**src/rtl/call_request_latch.sv**
```systemverilog
// ---------------------------------------------------------------------------
// call_request_latch
//
// Purpose: latches elevator call requests from three floors of raw cabin and
// hall buttons. Each button is synchronised, optionally debounced, edge
// detected and latched into a pending bit. A pending bit is cleared when the
// car serves that floor, i.e. doorOpen=1 while display shows the floor.
//
// Configuration macro: CALL_DEBOUNCE_EN
//   defined   : each synchronised button goes through a saturating counter
//               filter of DEBOUNCE_CYCLES consecutive cycles.
//   undefined : the filtered level is the synchroniser output; no counters.
//
// Ports:
//   clk        in   sole clock, rising edge
//   rst        in   synchronous active-high reset
//   f_btn[2:0] in   raw cabin buttons, bit n = floor n+1
//   u_btn[2:0] in   raw up-hall buttons, bit2 does not exist
//   d_btn[2:0] in   raw down-hall buttons, bit0 does not exist
//   display    in   current floor 1..3, 0 = no floor
//   doorOpen   in   high while the displayed floor is being served
//   reg_f      out  pending cabin requests
//   reg_u      out  pending up-hall requests (bit2 always 0)
//   reg_d      out  pending down-hall requests (bit0 always 0)
//   req_any    out  OR of all pending bits
//   new_call   out  one-cycle pulse when any pending bit rises
// ---------------------------------------------------------------------------
module call_request_latch #(
    parameter int unsigned DEBOUNCE_CYCLES = 4
) (
    input  logic       clk,
    input  logic       rst,
    input  logic [2:0] f_btn,
    input  logic [2:0] u_btn,
    input  logic [2:0] d_btn,
    input  logic [1:0] display,
    input  logic       doorOpen,
    output logic [2:0] reg_f,
    output logic [2:0] reg_u,
    output logic [2:0] reg_d,
    output logic       req_any,
    output logic       new_call
);

    // Button vector layout: [2:0] cabin, [5:3] up-hall, [8:6] down-hall.
    // Up floor 3 and down floor 1 do not exist and are forced to 0.
    localparam logic [8:0] REAL_MASK = 9'b110_011_111;

    if (DEBOUNCE_CYCLES < 2 || DEBOUNCE_CYCLES > 255) begin : g_bad_param
        $error("call_request_latch: DEBOUNCE_CYCLES must be 2..255");
    end

    logic [8:0] sync1_q, sync1_d;
    logic [8:0] sync2_q, sync2_d;
    logic [1:0] valid_q, valid_d;
    logic [8:0] prev_q, prev_d;
    logic [8:0] seen_low_q, seen_low_d;
    logic [8:0] pend_q, pend_d;
    logic       req_any_q, req_any_d;
    logic       new_call_q, new_call_d;

    logic [8:0] btn_s;
    logic [8:0] level;
    logic [8:0] rise;
    logic [8:0] clr_mask;

    assign btn_s = sync2_q & REAL_MASK;

`ifdef CALL_DEBOUNCE_EN
    logic [8:0]      level_q, level_d;
    logic [8:0][7:0] cnt_q, cnt_d;

    // The level flips on the edge where the input has disagreed with it for
    // DEBOUNCE_CYCLES consecutive samples; any agreement restarts the count.
    always_comb begin
        level_d = level_q;
        cnt_d   = cnt_q;
        for (int i = 0; i < 9; i++) begin
            if (btn_s[i] != level_q[i]) begin
                if (cnt_q[i] == 8'(DEBOUNCE_CYCLES - 1)) begin
                    level_d[i] = btn_s[i];
                    cnt_d[i]   = '0;
                end else begin
                    cnt_d[i] = cnt_q[i] + 8'd1;
                end
            end else begin
                cnt_d[i] = '0;
            end
        end
    end

    always_ff @(posedge clk) begin
        if (rst) begin
            level_q <= '0;
            cnt_q   <= '0;
        end else begin
            level_q <= level_d;
            cnt_q   <= cnt_d;
        end
    end

    assign level = level_q;
`else
    assign level = btn_s;
`endif

    always_comb begin
        clr_mask = '0;
        if (doorOpen) begin
            case (display)
                2'd1:    clr_mask = 9'b001_001_001;
                2'd2:    clr_mask = 9'b010_010_010;
                2'd3:    clr_mask = 9'b100_100_100;
                default: clr_mask = '0;
            endcase
        end
    end

    // seen_low marks a button whose real (post-reset) synchronised value has
    // been low at least once; a button held through reset cannot latch until
    // it has been released. valid_q[1] says sync2 holds a real sample rather
    // than its reset value.
    always_comb begin
        sync1_d    = {d_btn, u_btn, f_btn};
        sync2_d    = sync1_q;
        valid_d    = {valid_q[0], 1'b1};
        prev_d     = level;
        seen_low_d = seen_low_q | ({9{valid_q[1]}} & ~btn_s & REAL_MASK);
        rise       = level & ~prev_q & seen_low_q;
        // Service clear wins over a simultaneous press; the press is dropped.
        pend_d     = (pend_q | rise) & ~clr_mask & REAL_MASK;
        new_call_d = |(pend_d & ~pend_q);
        req_any_d  = |pend_d;
    end

    always_ff @(posedge clk) begin
        if (rst) begin
            sync1_q    <= '0;
            sync2_q    <= '0;
            valid_q    <= '0;
            prev_q     <= '0;
            seen_low_q <= '0;
            pend_q     <= '0;
            req_any_q  <= 1'b0;
            new_call_q <= 1'b0;
        end else begin
            sync1_q    <= sync1_d;
            sync2_q    <= sync2_d;
            valid_q    <= valid_d;
            prev_q     <= prev_d;
            seen_low_q <= seen_low_d;
            pend_q     <= pend_d;
            req_any_q  <= req_any_d;
            new_call_q <= new_call_d;
        end
    end

    assign reg_f    = pend_q[2:0];
    assign reg_u    = pend_q[5:3];
    assign reg_d    = pend_q[8:6];
    assign req_any  = req_any_q;
    assign new_call = new_call_q;

endmodule

```
**config.mk**
```make
export PLATFORM = sky130hd
export DESIGN_NAME = call_request_latch
export DESIGN_NICKNAME = d
export VERILOG_FILES = /design/src/rtl/call_request_latch.sv
export SDC_FILE = /design/constraint.sdc
export NUM_CORES = 1
export LEC_CHECK = 0
export ABC_AREA = 1
export BUFFER_PORTS_ARGS = -buffer_cell sky130_fd_sc_hd__buf_2
export CAP_MARGIN = 0
export CELL_PAD_IN_SITES_DETAIL_PLACEMENT = 1
export CELL_PAD_IN_SITES_GLOBAL_PLACEMENT = 1
export CORE_MARGIN = 8
export CORE_UTILIZATION = 39
export CTS_CLUSTER_SIZE = 25
export DETAILED_ROUTE_END_ITERATION = 16
export PLACE_DENSITY = 0.8
export SYNTH_ARGS = -nofsm -noshare
export SYNTH_HDL_FRONTEND = slang
export SYNTH_SLANG_ARGS = --single-unit
```
**constraint.sdc**
```tcl
create_clock -name clk -period 1.45 [get_ports clk]
set_clock_uncertainty 0.2 [all_clocks]
set_input_delay 0.2175 -clock clk [delete_from_list [all_inputs] [get_ports clk]]
set_output_delay 0.2175 -clock clk [all_outputs]
set_load 0.01 [all_outputs]
```
After elaboration in Yosys (flattened, before gate mapping)
Cells that the tools add are included.
{"block": "word_totals", "elab_cells": 30, "input_bits": 14, "ff_bits": 49}
{"block": "op_classes", "n_reduce_logical": 2, "muxes": 3, "n_eq_ne": 3, "n_bitwise": 11}
{"op": "$and 9x9->9", "n": 5}
{"op": "$not 9->9", "n": 4}
{"op": "$pmux 9 s3", "n": 1}
{"op": "$or 9x9->9", "n": 2}
{"op": "$mux 9", "n": 1}
{"op": "$reduce_or 9->1", "n": 1}
{"op": "$reduce_or 7->1", "n": 1}
{"op": "$eq 2x2->1 const B", "n": 2}
{"op": "$eq 2x1->1 const B", "n": 1}
{"op": "$mux 1", "n": 1}

Logic depth before layout (Yosys ltp)
{"block": "logic_depth", "depth_word": 7, "mapped_depth": 8}

Least setup slack after synthesis
Ideal clock, no wire load.
{"block": "synth_path", "path_type": "register to register", "start": "register seen_low_q[8]", "end": "register req_any_q (netlist: req_any)", "path_stages_with_launch": 7, "setup_slack_ns": 0.398, "path_buffers": 0, "period_less_slack_ns": 1.052, "setup_ns": 0.066, "t_arrival_ns": 0.786, "path_cell_list": "dfxtp_1 inv_2 nor2_2 nand2_1 a21boi_4 nor2_2 a21oi_2"}
{"block": "synth_between", "elab_chain_cells": 4}
{"item": "from (decl)", "line_no": "57", "source": "logic [8:0] seen_low_q, seen_low_d;"}
{"item": "from (signal assigned)", "line_no": "151", "source": "seen_low_q <= seen_low_d;"}
{"item": "$and 9x9->9", "line_no": "129", "source": "rise = level & ~prev_q & seen_low_q;"}
{"item": "$or 9x9->9", "line_no": "131", "source": "pend_d = (pend_q | rise) & ~clr_mask & REAL_MASK;"}
{"item": "$and 9x9->9", "line_no": "131"}
{"item": "$reduce_or 7->1", "line_no": "133", "source": "req_any_d = |pend_d;"}
{"item": "to (signal assigned)", "line_no": "153", "source": "req_any_q <= req_any_d;"}
{"item": "to (decl)", "line_no": "59", "source": "logic req_any_q, req_any_d;"}
No other way between the ends.
A chain may end at the register's enable or synchronous reset.

Worst setup path in the final report
{"block": "layout_path", "start": "register pend_q[8]", "end": "output port reg_d[2]"}
{"item": "from (decl)", "line_no": "58", "source": "logic [8:0] pend_q, pend_d;"}
{"item": "from (signal assigned)", "line_no": "152", "source": "pend_q <= pend_d;"}
{"item": "to (decl)", "line_no": "40", "source": "output logic [2:0] reg_d,"}
No word-level cell between the ends.

==> out/metrics.cfg <==
[outcome]
status = complete, no violations

[timing]
final-hold-violation-count = 0
timing.final.crit_share_pct = 86.3
period_needed_ps = 1250
finalMaxSlewViolations = 0
tns_ps = 0
max_freq_mhz = 799
rsz0062_at_grt = no
setup_viol = 0
finalWorstSetupSlack_ps = 198

[global_routing]
grt_pass1_wl_mm = 4.92
grt_pass1_vias = 1142
grt_max_degree = 40
grt_overflow_total = 0
grt_use_total_pct = 10.5
antenna_found_initial = 0

[floorplan]
io_pins = 25
die_w_um = 76.1
die-area_um2 = 5800
coreArea_um2 = 3580
die_h_um = 76.1
initial_core_util_pct = 39.4
row_count = 22

[clocking]
clock_path_buffers = 2
cts_resized = 0
clk_pin_slew_ps = 100
htree_levels = 2
clk_latency_ps = 340
clock_sinks = 39
cts_root_buf = clkbuf_4
cts_tree = done
cts_buffers = 5

[worst_setup_path]
timing.rr.start = seen_low_q[8]
r2r_slack_ps = 330
critPathMaxFanout = 2
cp.required_ps = 1030
max_stage_delay_ps = 360
cp_top_family = flip-flops
critPathLaunch = pend_q[8]
critPathCaptureType = output port
cp_slowest_cell = dfxtp_1
critPathKind = reg -> out
cp_cell_sequence = buf_2
arrival_ps = 830
start_kind = register
critPathBufInv = 1

[flow_run]
drv_cap = 0

[yosys]
synth_top_family_by_area = simple AND/OR/NAND/NOR gates
yosys.area_share.adder_pct = 0
synth_top_area_cell = dfxtp_1
ys_warn_count = 0
synth_area_leaders = dfxtp_1 55%, inv_1 11%, nor2_1 8.8%, nand2_1 7.5%, nand3_1 3.2%
synth_top_area_share_pct = 55.4
synth-seq-cells = 39
synthCells = 184
synthMuxAreaShare_pct = 0
syn_area_um2 = 1410
synth-compound-area-share_pct = 4.79
synth_cell_types = 17
synthSimpleGateAreaFrac_pct = 24.5
postSynthAreaPerCell_um2 = 7.66
synth_xor_xnor_area_share_pct = 0
yosysSeqAreaShare_pct = 55.4

[hold_path]
worstHoldStart = rst
hold_path.class = in -> reg

[routing]
wirelength_met1_mm = 1.25
drc = 0
routed_via_density = 4.29
top_layer = met4
wl_met2_mm = 1.29
drt-initial-drc-count = 37
drt_pass1_iterations = 4
num_vias = 1119
wl_met3_um = 176
drt-total-wl_mm = 2.78
wl_per_cell_um = 10.7
ant_nets = 0

[place]
placed_area_um2 = 1560
portBuffers = 20
pre_cts_ws_ps = 230
place_congestion = 0.707
place_hpwl_mm = 1.97
dp.cells = 248

[power]
p_leak_nw = 0.851
ir_worst_vdd_v = 0.000489
p_per_area_nw_per_um2 = 1070

[layout]
n_antenna_cell = 0
post_layout_nonfiller_instances = 261
final_cell_area_um2 = 1670
final_common_cell = inv_1
n_fill_cell = 467
layout_common_cells = 42 x inv_1, 39 x dfxtp_1, 33 x nor2_1
drive_above_1_share_pct = 18.8
areaGrowthSynthToFinish_pct = 18.6
fin_nets = 228

final timing paths:
check	to	cells after the start
worst max-delay path	reg_d[2]	1
worst min-delay path	valid_q[0]	3
worst max register to register	req_any	6
worst min register to register	sync2_q[8]	2
where the power goes:
part	total [W]	leakage [nW]	internal, W	switching [W]
registers	0.00114	0.320	0.00112	0.0000217
clock network	0.000488	0.0242	0.000173	0.000315
logic	0.000154	0.507	0.0000679	0.0000863
kinds of logic after synthesis:
logic type             count (synthesis)
other                                  1
DFF                                   39
AOI/OAI and AO/OA                     10
and+or+nand+nor                       80
buffers and inverters                 54
repair_timing:
action                                 CTS  global route
hold buffers                             7             0
endpoints found under the hold margin    7             0
buffers inserted                         0             0
metal layers:
| metal | track usage (%) | up-vias |
|---|---|---|
| li1 | - | 585 |
| met1 | 10.7 | 504 |
| met2 | 17.1 | 24 |
| met3 | 4.83 | 6 |
| met4 | 6.35 | 0 |
| met5 | 0 | - |
cells in the mapped netlist, drive strengths merged:
cell    instances
a21boi          1
a21oi           9
buf             4
clkbuf          2
conb            1
dfxtp          39
inv            48
nand2          28
nand3          11
nand3b          1
nand4           3
nor2           37
flip-flops by register name (all words and copies together), names as in the netlist:
name        flops
sync2_q         7
valid_q         2
sync1_q         7
pend_q          7
new_call        1
prev_q          7
req_any         1
seen_low_q      7
layout make-up:
class | count | area [µm²] | share of cell area (%)
timing repair buffer | 28 | 190 | 11.4
inverter | 48 | 180 | 10.8
clock buffer | 6 | 41.3 | 2.47
tap | 48 | 60.1 | 3.59
sequential | 39 | 781 | 46.7
multi-input combinational | 92 | 420 | 25.1
per-stage QoR:
step | util (%) | hold slack (ps) | power, W
finish | 46.7 | 41.1 | 0.00178
detailed placement | 43.6 | 196 | 0.00131
floorplan | - | 124 | 0.00126
global placement | 43.6 | 189 | 0.00130
CTS | 46.7 | 27.4 | 0.00182
global route | 46.7 | 37.8 | 0.00188
tightest hold or removal path: cells and delay by family:
| family | cells | cell delay, ps |
|---|---|---|
| buffers and inverters | 3 | 330 |
(Power assumes the default switching activity.)
